File: src/rtl/viterbi_frame_scheduler_if.sv
// Frame-in / result-out handshake bundle between the frame scheduler and its neighbours.
interface viterbi_frame_scheduler_if #(
   parameter int unsigned IN_W  = 16,
   parameter int unsigned OUT_W = 8
);
   logic             in_valid;
   logic [IN_W-1:0]  in_data;
   logic             in_ready;
   logic             out_valid;
   logic [OUT_W-1:0] out_data;
   logic             out_err;
   logic             out_ready;

   modport master (
      output in_valid, in_data, out_ready,
      input  in_ready, out_valid, out_data, out_err
   );

   modport slave (
      input  in_valid, in_data, out_ready,
      output in_ready, out_valid, out_data, out_err
   );
endinterface

File: src/rtl/viterbi_frame_scheduler.sv
// Queues coded frames, runs them one at a time through a viterbi decoder and
// returns each decoded byte on a valid/ready port, with a watchdog for hung decodes.
module viterbi_frame_scheduler #(
   parameter int unsigned FIFO_DEPTH = 4,
   parameter int unsigned TIMEOUT    = 64,
   parameter int unsigned IN_W       = 16,
   parameter int unsigned OUT_W      = 8
) (
   input  logic                     clk,
   input  logic                     rst_n,
   viterbi_frame_scheduler_if.slave bus,
   output logic                     dec_en,
   output logic                     dec_rst,
   output logic [IN_W-1:0]          dec_data,
   input  logic [OUT_W-1:0]         dec_data_out,
   input  logic                     dec_done,
   output logic                     busy,
   output logic [15:0]              frame_cnt
);
   localparam int unsigned PTR_W = $clog2(FIFO_DEPTH);
   localparam int unsigned CNT_W = PTR_W + 1;
   localparam int unsigned TMR_W = $clog2(TIMEOUT);

   typedef enum logic [2:0] {
      S_IDLE,
      S_LOAD,
      S_KICK,
      S_WAIT,
      S_HOLD
   } state_t;

   state_t             state, state_d;
   logic [IN_W-1:0]    mem [FIFO_DEPTH];
   logic [PTR_W-1:0]   wr_ptr, rd_ptr;
   logic [CNT_W-1:0]   count, count_d;
   logic [TMR_W-1:0]   timer, timer_d;
   logic               done_q;
   logic               done_edge;
   logic               push, pop;

   logic               in_ready_q, in_ready_d;
   logic               out_valid_q, out_valid_d;
   logic [OUT_W-1:0]   out_data_q, out_data_d;
   logic               out_err_q, out_err_d;
   logic               dec_en_d, dec_rst_d, busy_d;
   logic [IN_W-1:0]    dec_data_d;
   logic [15:0]        frame_cnt_d;

   assign bus.in_ready  = in_ready_q;
   assign bus.out_valid = out_valid_q;
   assign bus.out_data  = out_data_q;
   assign bus.out_err   = out_err_q;

   assign push      = bus.in_valid & in_ready_q;
   assign done_edge = dec_done & ~done_q;

   // Frame storage; contents are don't-care while the slot is empty.
   always_ff @(posedge clk) begin
      if (push) begin
         mem[wr_ptr] <= bus.in_data;
      end
   end

   always_ff @(posedge clk or negedge rst_n) begin
      if (!rst_n) begin
         state       <= S_IDLE;
         wr_ptr      <= '0;
         rd_ptr      <= '0;
         count       <= '0;
         timer       <= '0;
         done_q      <= 1'b0;
         in_ready_q  <= 1'b1;
         out_valid_q <= 1'b0;
         out_data_q  <= '0;
         out_err_q   <= 1'b0;
         dec_en      <= 1'b0;
         dec_rst     <= 1'b0;
         dec_data    <= '0;
         busy        <= 1'b0;
         frame_cnt   <= '0;
      end else begin
         state       <= state_d;
         if (push) wr_ptr <= wr_ptr + PTR_W'(1);
         if (pop)  rd_ptr <= rd_ptr + PTR_W'(1);
         count       <= count_d;
         timer       <= timer_d;
         done_q      <= dec_done;
         in_ready_q  <= in_ready_d;
         out_valid_q <= out_valid_d;
         out_data_q  <= out_data_d;
         out_err_q   <= out_err_d;
         dec_en      <= dec_en_d;
         dec_rst     <= dec_rst_d;
         dec_data    <= dec_data_d;
         busy        <= busy_d;
         frame_cnt   <= frame_cnt_d;
      end
   end

   // Next-state and registered-output logic; a frame is popped only when it is loaded.
   always_comb begin
      state_d     = state;
      pop         = 1'b0;
      timer_d     = timer;
      dec_en_d    = dec_en;
      dec_rst_d   = 1'b0;
      dec_data_d  = dec_data;
      out_valid_d = out_valid_q;
      out_data_d  = out_data_q;
      out_err_d   = out_err_q;
      frame_cnt_d = frame_cnt;

      case (state)
         S_IDLE: begin
            if (count != '0) begin
               pop        = 1'b1;
               dec_data_d = mem[rd_ptr];
               state_d    = S_LOAD;
            end
         end
         S_LOAD: begin
            dec_rst_d = 1'b1;
            dec_en_d  = 1'b1;
            timer_d   = '0;
            state_d   = S_KICK;
         end
         S_KICK: begin
            state_d = S_WAIT;
         end
         S_WAIT: begin
            timer_d = timer + TMR_W'(1);
            // A done level carried over from KICK has no edge and is ignored.
            if (done_edge) begin
               out_data_d  = dec_data_out;
               out_err_d   = 1'b0;
               out_valid_d = 1'b1;
               dec_en_d    = 1'b0;
               state_d     = S_HOLD;
            end else if (timer == TMR_W'(TIMEOUT - 1)) begin
               out_data_d  = '0;
               out_err_d   = 1'b1;
               out_valid_d = 1'b1;
               dec_en_d    = 1'b0;
               state_d     = S_HOLD;
            end
         end
         S_HOLD: begin
            if (bus.out_ready) begin
               out_valid_d = 1'b0;
               frame_cnt_d = frame_cnt + 16'd1;
               if (count != '0) begin
                  pop        = 1'b1;
                  dec_data_d = mem[rd_ptr];
                  state_d    = S_LOAD;
               end else begin
                  state_d = S_IDLE;
               end
            end
         end
         default: begin
            state_d = S_IDLE;
         end
      endcase

      count_d = count;
      if (push && !pop) begin
         count_d = count + CNT_W'(1);
      end else if (pop && !push) begin
         count_d = count - CNT_W'(1);
      end

      in_ready_d = (count_d != CNT_W'(FIFO_DEPTH));
      busy_d     = (state_d != S_IDLE) || (count_d != '0);
   end
endmodule

File: src/flat_wrapper.sv
// flat-port wrapper written by rule: the top's interface ports become plain ports
module viterbi_frame_scheduler_flat 
#(
   parameter int unsigned FIFO_DEPTH = 4,
   parameter int unsigned TIMEOUT    = 64,
   parameter int unsigned IN_W       = 16,
   parameter int unsigned OUT_W      = 8
)
  (clk, rst_n, dec_en, dec_rst, dec_data, dec_data_out, dec_done, busy, frame_cnt, bus_in_valid, bus_in_data, bus_out_ready, bus_in_ready, bus_out_valid, bus_out_data, bus_out_err);
  viterbi_frame_scheduler_if #(.IN_W(IN_W), .OUT_W(OUT_W)) bus_i ();
  input  logic clk;
  input  logic rst_n;
  output logic dec_en;
  output logic dec_rst;
  output logic [IN_W-1:0] dec_data;
  input  logic [OUT_W-1:0] dec_data_out;
  input  logic dec_done;
  output logic busy;
  output logic [15:0] frame_cnt;
  input wire logic [$bits(bus_i.in_valid)-1:0] bus_in_valid;
  input wire logic [$bits(bus_i.in_data)-1:0] bus_in_data;
  input wire logic [$bits(bus_i.out_ready)-1:0] bus_out_ready;
  output wire logic [$bits(bus_i.in_ready)-1:0] bus_in_ready;
  output wire logic [$bits(bus_i.out_valid)-1:0] bus_out_valid;
  output wire logic [$bits(bus_i.out_data)-1:0] bus_out_data;
  output wire logic [$bits(bus_i.out_err)-1:0] bus_out_err;
  assign bus_i.in_valid = bus_in_valid;
  assign bus_i.in_data = bus_in_data;
  assign bus_i.out_ready = bus_out_ready;
  assign bus_in_ready = bus_i.in_ready;
  assign bus_out_valid = bus_i.out_valid;
  assign bus_out_data = bus_i.out_data;
  assign bus_out_err = bus_i.out_err;
  viterbi_frame_scheduler #(.FIFO_DEPTH(FIFO_DEPTH), .TIMEOUT(TIMEOUT), .IN_W(IN_W), .OUT_W(OUT_W)) u_core (.clk(clk), .rst_n(rst_n), .bus(bus_i), .dec_en(dec_en), .dec_rst(dec_rst), .dec_data(dec_data), .dec_data_out(dec_data_out), .dec_done(dec_done), .busy(busy), .frame_cnt(frame_cnt));
endmodule
File: config.mk
export PLATFORM = sky130hd
export DESIGN_NAME = viterbi_frame_scheduler_flat
export DESIGN_NICKNAME = d
export VERILOG_FILES = /design/src/rtl/viterbi_frame_scheduler_if.sv /design/src/rtl/viterbi_frame_scheduler.sv /design/src/flat_wrapper.sv
export SDC_FILE = /design/constraint.sdc
export NUM_CORES = 1
export LEC_CHECK = 0
export CORE_MARGIN = 1.5
export CORE_UTILIZATION = 54
export CTS_CLUSTER_SIZE = 28
export DETAILED_ROUTE_END_ITERATION = 10
export PLACE_DENSITY = 0.76
export SLEW_MARGIN = 20
export SYNTH_ARGS = -nofsm -noshare
export SYNTH_HDL_FRONTEND = slang
export SYNTH_SLANG_ARGS = --single-unit
export TNS_END_PERCENT = 5
File: constraint.sdc
create_clock -name clk -period 2.35 [get_ports clk]
set_input_delay 0.705 -clock clk [delete_from_list [all_inputs] [get_ports clk]]
set_output_delay 0.705 -clock clk [all_outputs]
set_load 0.005 [all_outputs]
# Yosys cells after proc, flatten, opt, wreduce, memory -nomap -nowiden
# Memories as Yosys holds them, arrays and structs flattened.
# Index checks and enable logic that the tools add are counted.
# totals
register_bits,63
latchBits,0
ram_bits,64
romBits,0
input_bits,29
output_inout_bits,46
mem_count,1
# op_classes
addsub,6
multipliers,0
div_mod_pow,0
magnitude_cmp,0
n_eq_ne,8
shift,0
mux,28
bitwise,3
reduce_logical,18
# memory_table
memory,words,width,read_ports,rd_clocked_by_memory_dff,write_ports,line_no,source
u_core.mem,4,16,1,0,1,viterbi_frame_scheduler.sv:33,logic [IN_W-1:0] mem [FIFO_DEPTH];
# ops
cell,n
$mux W16,2
$pmux W16 S2,1
$mux W3,6
$add A16 B1 Y16 const B,1
$mux W8,2
$pmux W3 S5,1
$mux W1,12
$pmux W6 S2,1
$reduce_bool A3 Y1,3
$reduce_and A2 Y1,4
$reduce_bool A2 Y1,4
$add A6 B1 Y6 const B,1
$eq A3 B2 Y1 const B,2
$eq A6 B6 Y1 const B,1
$pmux W1 S2,3
$add A2 B1 Y2 const B,2
$add A3 B1 Y3 const B,1
$eq A3 B1 Y1 const B,1
$eq A3 B3 Y1 const B,1
$logic_not A3 Y1,1
$ne A3 B1 Y1 const B,1
$ne A3 B3 Y1 const B,1
$reduce_and A3 Y1,1
$sub A3 B1 Y3 const B,1
other kinds (6),9

# Depth between registers and ports, before layout
# Gate-level depths: netlist of run 1.
# depth
ltp_word,9
ltp_mapped,8

# Least setup slack after synthesis of run 1
# No wires, ideal clock.
# synth_timing
path_type,input port to flip-flop
from,input port bus_out_ready
to,register u_core.busy
setup_ns,0.139
arrival_time_ns,1.826
setup_slack_ns,0.386
path_stages,5
path_buffers,0
path_cell_list,and2b_1 -> nand3b_4 -> mux2i_1 -> xor2_1 -> or4b_1
# synth_via
elab_chain_len,7
elab_cells_between_ends,12
# synth_lines
item,line_no,source
start: declaration,flat_wrapper.sv:22,input wire logic [$bits(bus_i.out_ready)-1:0] bus_out_ready;
$mux W1 *,viterbi_frame_scheduler.sv:148,if (bus.out_ready) begin
$pmux W1 S2 *,viterbi_frame_scheduler.sv:113,case (state)
$logic_and A1 B1 Y1 / $logic_not A1 Y1 (equally long branches),"viterbi_frame_scheduler.sv:168, viterbi_frame_scheduler.sv:166",
$mux W3 / $logic_and A1 B1 Y1 (equally long branches),"viterbi_frame_scheduler.sv:168, viterbi_frame_scheduler.sv:166",
$mux W3 *,viterbi_frame_scheduler.sv:166,if (push && !pop) begin
net u_core.count_d[2],viterbi_frame_scheduler.sv:35,"logic [CNT_W-1:0] count, count_d;"
$reduce_bool A3 Y1 *,viterbi_frame_scheduler.sv:173,busy_d = (state_d != S_IDLE) || (count_d != '0);
$logic_or A1 B1 Y1 *,viterbi_frame_scheduler.sv:173,
net u_core.busy_d,viterbi_frame_scheduler.sv:45,"logic dec_en_d, dec_rst_d, busy_d;"
end signal: assignment,viterbi_frame_scheduler.sv:95,busy <= busy_d;
end: declaration,viterbi_frame_scheduler.sv:17,"output logic busy,"
# Mark *: on every way through the listed nets, which the timed path passes. The rest lies on a longest branch.
# A chain may end at the register's enable or synchronous reset.

# Final worst setup path of run 1
# layout_timing
from,register u_core.frame_cnt[3]
to,output port frame_cnt[3]
# layout_lines
item,line_no,source
start: declaration,viterbi_frame_scheduler.sv:18,output logic [15:0] frame_cnt
start signal: assignment,viterbi_frame_scheduler.sv:96,frame_cnt <= frame_cnt_d;
end: declaration,flat_wrapper.sv:19,output logic [15:0] frame_cnt;
# No word-level cell between the ends.

==> metrics.md, run 1 <==
| Metric | Value |
|---|---|
| Number of flops mapped to enable cells by yosys | 64 |
| Hold_ws | 0.197 ns |
| Setup violators final | 0 |
| Worst-path clk slew | 0.06 ns |
| Clock Latency Late Sink | 0.51 ns |
| Dominant cells by area after synthesis | edfxtp_1, dfrtp_1, mux4_2, mux2_2, xnor2_1 |
| Status | completed |
| Total track usage | 20.3% |
| Fin. Hold Viols | 0 |
| Num rows | 35 |
| Synthesis-stage register bit count | 127 |
| Synth async-reset ratio | 49.6% |
| CTS buffer count | 17 |
| Mean Syn Cell Area | 16.4 um2 |
| PD cells | 1230 nW/um2 |
| RSZ-0062 raised after global routing | no |
| Worst Skew | 0.00661 ns |
| Routed length per placed instance | 17.3 um |
| # port buffers | 74 |
| Core area | 9150 um2 |
| Dpl cell area | 6110 um2 |
| Worst reg2reg path startpoint | u_core.count[0]$_DFF_PN0_ |
| Die area | 9980 um2 |
| Peak VDD IR | 0.000666 V |
| Fillers | 580 |
| Crit path max fanout | 4 |
| Leakage | 2.74 nW |
| CP bufs+invs | 1 |
| Clock period minus worst slack | 2.22 ns |
| Total power | 0.00829 W |
| Post-synth top cells | edfxtp_1, dfrtp_1, mux2_2, nand2_1, mux4_2 |
| Total routed wirelength | 9300 um |
| Worst path max stage delay | 0.55 ns |
| Layout cells sized above 1 | 21.7% |
| CP max stage cell | clkdlybuf4s50_1 |
| Io pins | 75 |
| Worst reg2reg setup slack | 0.43 ns |
| Diodes inserted | 0 |
| Max Buffers Root-to-Sink | 2 |
| Vias per Instance | 5.48 |
| H-tree depth | 4 |
| Global-route wire length before repair | 15000 um |
| Die height | 99.9 um |
| Critical path class | reg2out |
| Most common cell in the netlist | edfxtp_1 |
| Synth-to-Final Area Change | 32.6% |
| Area fraction of the dominant cell type after synthesis | 37.9% |
| Gpl congestion | 0.754 |
| Mapped Cells | 310 |
| Distinct cells, synth | 42 |
| Mapped cell area | 5070 um2 |
| Final instance area | 6720 um2 |
| Crit share post-route | 94.5% |
| Post-CTS Hold Fix Bufs | 0 |
| Final HPWL DP | 5810 um |
| Relative slew slack | 69.7% |
| Worst-path cell chain | clkdlybuf4s50_1 |
| CTS tree | built |
| Total grt overflow | 0 |
| Number of DRC markers in iteration 0 | 131 |
| FMAX | 451 MHz |
| Crit-path leading delay family | buffers and inverters |
| Fin nets | 453 |
| Starting Density | 55.4% |
| Primary FF master, synth | edfxtp_1 |
| Die Wd | 99.9 um |
| Yosys top cell by area | edfxtp_1 |
| Maximum number of pins on one net before global-route repair | 64 |
| MaxCap Viol Count | 0 |
| Worst Hold Class | in2async |
| Util after Layout | 73.5% |
| Initial antenna violation count | 0 |
| CTS sink count | 127 |
| Vias in the first global route | 2955 |
| Count of pins over their slew limit | 0 |
| CP endpoint kind | output port |
| Worst reg2reg path depth | 9 |
| RR Endpoint | u_core.bus.in_ready$_DFF_PN1_ |
| Root buf cell | clkbuf_8 |
| DRC viols | 0 |
| Syn Nets | 348 |
| Critical Path AT | 1.51 ns |
| DRT Pass-1 Iters | 4 |
| Req. time, crit path | 1.64 ns |
| CP startpoint kind | register |
| Vias post-DR | 2954 |
| Antenna Violating Nets Remaining | 0 |
| Synth warn | 0 |
| Sequential share of the synthesized area | 69.0% |
| Slew @ Worst Pin | 0.455 ns |
power breakdown:
part	switching [W]	internal (W)	total, W
Combinational	0.000979	0.00137	0.00235
Sequential	0.000349	0.00297	0.00332
Clock	0.000887	0.00174	0.00262
Total	0.00221	0.00608	0.00829
placed cells by master (no fill, tap or decap), types with 3 or more instances in the layout:
cell,instances
clkdlybuf4s50_1,72
edfxtp_1,64
dfrtp_1,62
nand2_1,18
mux2_2,18
buf_4,17
mux4_2,16
clkbuf_16,16
xnor2_1,13
and3_1,10
nor2_1,9
inv_1,9
nand3_1,9
o21ai_0,9
a22o_1,9
ha_1,9
xor2_1,7
buf_12,5
nand2b_1,4
a21oi_1,4
mux2i_1,4
nor3_1,4
bufinv_16,4
clkinv_2,3
timing repair:
action / CTS / global route
buffers inserted: 0 / 1
resized for setup: 0 / 1
endpoints found under the setup margin: 0 / 1
stage by stage:
step / setup TNS, ns / std cells / setup WS [ns]
after global placement: -0.380 / 506 / -0.0725
after global routing: 0 / 539 / 0.0755
after CTS: 0 / 538 / 0.000574
final: 0 / 539 / 0.130
after floorplan: 0 / 310 / 0.386
after detailed placement: -0.726 / 506 / -0.0919
routing by layer:
metal	share of wire (%)	wire [um]	GRT usage [%]	up-vias
li1	-	-	-	1375
met1	42	3930	26.1	1473
met2	51	4710	33.3	93
met3	6.0	555	5.57	13
met4	1.1	104	7.37	0
met5	0	0	0	-
cells by family after synthesis:
family          Yosys count  share of synthesized area (%)
flops                   127                           69.0
buf+inv                  19                           1.70
compound gates           28                           3.73
xor+xnor                 20                           3.46
mux                      38                           11.9
simple gates             69                           7.95
fa+ha+maj                 9                           2.22
state kept, by name (all words and copies together), names as in the netlist:
register / cells
u_core.bus.in_ready: 1
u_core.bus.out_data: 8
u_core.bus.out_err: 1
u_core.bus.out_valid: 1
u_core.busy: 1
u_core.count: 3
u_core.dec_data: 16
u_core.dec_en: 1
u_core.dec_rst: 1
u_core.done_q: 1
u_core.frame_cnt: 16
u_core.mem: 64
u_core.rd_ptr: 2
u_core.state: 3
u_core.timer: 6
u_core.wr_ptr: 2
how the worst max path moves through the flow:
stage,start,to,slack [ns],cells after the start
global placement,bus_out_ready,u_core.busy$_DFF_PN0_,-0.07,6
floorplan,bus_out_ready,u_core.busy$_DFF_PN0_,0.39,5
finish,u_core.frame_cnt[3]$_DFFE_PN0P_,frame_cnt[3],0.13,1
detailed placement,bus_out_ready,u_core.busy$_DFF_PN0_,-0.09,6
CTS,u_core.bus.in_ready$_DFF_PN1_,bus_in_ready,0.0006,1
global route,u_core.frame_cnt[3]$_DFFE_PN0P_,frame_cnt[3],0.08,1
cell type report:
type | count | area, um2 | share of cell area, %
flip-flops and latches | 127 | 3500 | 52.1
repair buffers | 96 | 966 | 14.4
multi-input cells | 164 | 1480 | 22.1
clock inverters | 12 | 166 | 2.48
inverters | 9 | 33.8 | 0.503
clock buffers | 20 | 435 | 6.48
well taps | 111 | 139 | 2.07
Note: power is estimated with default switching activity, not from simulation.
==> run 2: changes to the inputs <==
--- a/config.mk
+++ b/config.mk
@@ -5,7 +5,6 @@
 export SDC_FILE = /design/constraint.sdc
 export NUM_CORES = 1
 export LEC_CHECK = 0
-export CORE_MARGIN = 1.5
 export CORE_UTILIZATION = 54
 export CTS_CLUSTER_SIZE = 28
 export DETAILED_ROUTE_END_ITERATION = 10
==> metrics.md, run 2 (synthesized netlist as in run 1, its figures left out) <==
| Metric | Value |
|---|---|
| Die area | 9780 um2 (-2.0%) |
| Length of routed met2 wiring | 4920 um (+4.5%) |
| Leakage | 2.74 nW (about the same) |
| Antenna Violating Nets Remaining | 0 (unchanged) |
| Num rows | 34 (-2.9%) |
| CP max stage cell | dfstp_2 |
| H-tree depth | 4 (unchanged) |
| CTS buffer count | 17 (unchanged) |
| Routed length per placed instance | 17.6 um (+2.1%) |
| Final instance area | 6700 um2 (-0.28%) |
| Placed insts | 504 (-0.40%) |
| Power share of the clock group | 30.8% (-0.8 points) |
| DRC viols | 0 (unchanged) |
| Total routed wirelength | 9460 um (+1.7%) |
| Post-CTS Hold Fix Bufs | 0 (unchanged) |
| Util after Layout | 75.4% (+1.9 points) |
| Root buf cell | clkbuf_8 |
| Worst reg2reg path depth | 7 (-2) |
| Metal-1 WL | 3970 um (+0.92%) |
| Diodes inserted | 0 (unchanged) |
| Vias post-DR | 2996 (+1.4%) |
| Critical Path AT | 1.54 ns (+0.03 ns) |
| Max Buffers Root-to-Sink | 2 (unchanged) |
| Final Non-Filler Cells | 537 (-0.37%) |
| Count of pins over their slew limit | 0 (unchanged) |
| Postcts setup bufs | 1 (+1) |
| Combinational power share | 28.2% (about the same) |
| Net Switching | 0.00241 W (+8.9%) |
| Commonest non-fill, non-tap cell in the layout | clkdlybuf4s50_1 |
| Relative slew slack | 68.5% (-1.2 points) |
| Vias per Instance | 5.58 (+1.8%) |
| Maximum number of pins on one net before global-route repair | 64 (unchanged) |
| Crit share post-route | 95.4% (+0.91 points) |
| Setup violators final | 0 (unchanged) |
| Final HPWL DP | 5860 um (+0.92%) |
| Worst path max stage delay | 0.54 ns (about the same) |
| FMAX | 446 MHz (-0.96%) |
| Post-cts sizing count | 0 (unchanged) |
| CP bufs+invs | 1 (unchanged) |
| Slew @ Worst Pin | 0.473 ns (+0.0177 ns) |
| Number of DRC markers in iteration 0 | 92 (-30%) |
| Die Wd | 98.9 um (-1.0%) |
| Largest Register | u_core.mem |
| Top flop regs | u_core.mem (64), u_core.dec_data (16), u_core.frame_cnt (16) |
| Status | completed |
| Worst reg2reg setup slack | 0.46 ns (+0.03 ns) |
| Uppermost layer routed | met4 |
| Clock Latency Late Sink | 0.51 ns (about the same) |
| Vias in the first global route | 3105 (+5.1%) |
| CP startpoint kind | register |
| Worst Hold Class | in2async |
| Clock period minus worst slack | 2.24 ns (+0.0214 ns) |
| Critical path class | reg2out |
| CP endpoint kind | output port |
| Worst Skew | 0.0108 ns (+0.00420 ns) |
| Max reg flops | 64 (unchanged) |
| Total grt overflow | 0 (unchanged) |
| Core area | 8890 um2 (-2.9%) |
| Dpl cell area | 6110 um2 (about the same) |
| MaxCap Viol Count | 0 (unchanged) |
| Int Pwr | 0.00581 W (-4.4%) |
| Highest-count cells in the layout ignoring fill and taps | clkdlybuf4s50_1, edfxtp_1, dfrtp_1 |
| CTS sink count | 127 (unchanged) |
| Worst-path clk slew | 0.06 ns (about the same) |
| Layout cells sized above 1 | 22.8% (+1.1 points) |
| Crit path max fanout | 2 (-2) |
| DRT Pass-1 Iters | 4 (unchanged) |
| Synth-to-Final Area Change | 32.3% |
| Req. time, crit path | 1.64 ns (about the same) |
| Worst-path cell chain | clkdlybuf4s50_1 |
| Gpl congestion | 0.737 (-2.3%) |
| Starting Density | 57.0% (+1.6 points) |
| Sequential power share | 41.0% (+0.9 points) |
| PD cells | 1230 nW/um2 (-0.59%) |
| Io pins | 75 (unchanged) |
| Total track usage | 21.4% (+1.2 points) |
| Fin. Hold Viols | 0 (unchanged) |
| RSZ-0062 raised after global routing | no |
| Peak VDD IR | 0.000697 V (+4.6%) |
| Fin nets | 454 (+0.22%) |
| DR WL met3 | 485 um (-13%) |
| CTS tree | built |
| Crit-path leading delay family | flip-flops |
| Global-route wire length before repair | 15400 um (+2.6%) |
| Initial antenna violation count | 0 (unchanged) |
| Switching share of power | 29.3% (+2.6 points) |
| Die height | 98.9 um (-1.0%) |
| WP depth | 1 (unchanged) |
| # port buffers | 74 (unchanged) |
## run 2: cell types whose count changed in the layout (fill, tap and decap cells not counted), moves of 2 or more
cell | before | now
inv_6 | 0 | 5
inv_8 | 0 | 5
bufinv_16 | 4 | 1
clkbuf_1 | 2 | 0
clkinv_1 | 2 | 0
clkinv_2 | 3 | 1
## run 2: path summary, 6_finish.rpt
check,start,endpoint
max,u_core.bus.in_ready$_DFF_PN1_,bus_in_ready
min,rst_n,u_core.busy$_DFF_PN0_
max reg2reg,u_core.count[0]$_DFF_PN0_,u_core.busy$_DFF_PN0_
min reg2reg,u_core.frame_cnt[15]$_DFFE_PN0P_,u_core.frame_cnt[15]$_DFFE_PN0P_
max in group asynchronous,rst_n,u_core.bus.in_ready$_DFF_PN1_
min in group clk,u_core.frame_cnt[15]$_DFFE_PN0P_,u_core.frame_cnt[15]$_DFFE_PN0P_
## run 2: cell type report
class | instances | area [um2]
tap | 108 | 135
sequential | 127 | 3500
multi-input combinational | 164 | 1480
clock buffer | 17 | 414
timing repair buffer | 97 | 971
fill | 550 | 2190
clock inverter | 15 | 168
inverter | 9 | 33.8
## run 2: per-layer routing
metal / vias to the layer above / GRT usage, %
met5: - / 0
met4: 0 / 8.04
met3: 11 / 6.38
met2: 89 / 36.7
met1: 1521 / 25.7
li1: 1375 / -
## run 2: stage by stage
| stage | setup slack (ns) | setup TNS (ns) | total power (W) | hold slack, ns |
|---|---|---|---|---|
| after floorplan | 0.386 | 0 | 0.00462 | 0.409 |
| after global placement | -0.0866 | -0.370 | 0.00561 | 0.461 |
| after detailed placement | -0.138 | -0.268 | 0.00572 | 0.466 |
| after CTS | 0.0699 | 0 | 0.00831 | 0.206 |
| after global routing | 0.0484 | 0 | 0.00866 | 0.217 |
| final | 0.109 | 0 | 0.00822 | 0.211 |
## run 2: power by group through the flow
stage	Clock [W]	Combinational [W]	Sequential (W)
after global placement	0	0.00223	0.00338
after CTS	0.00258	0.00236	0.00338
after floorplan	0	0.00134	0.00329
after global routing	0.00267	0.00254	0.00345
after detailed placement	0	0.00231	0.00341
final	0.00253	0.00232	0.00337
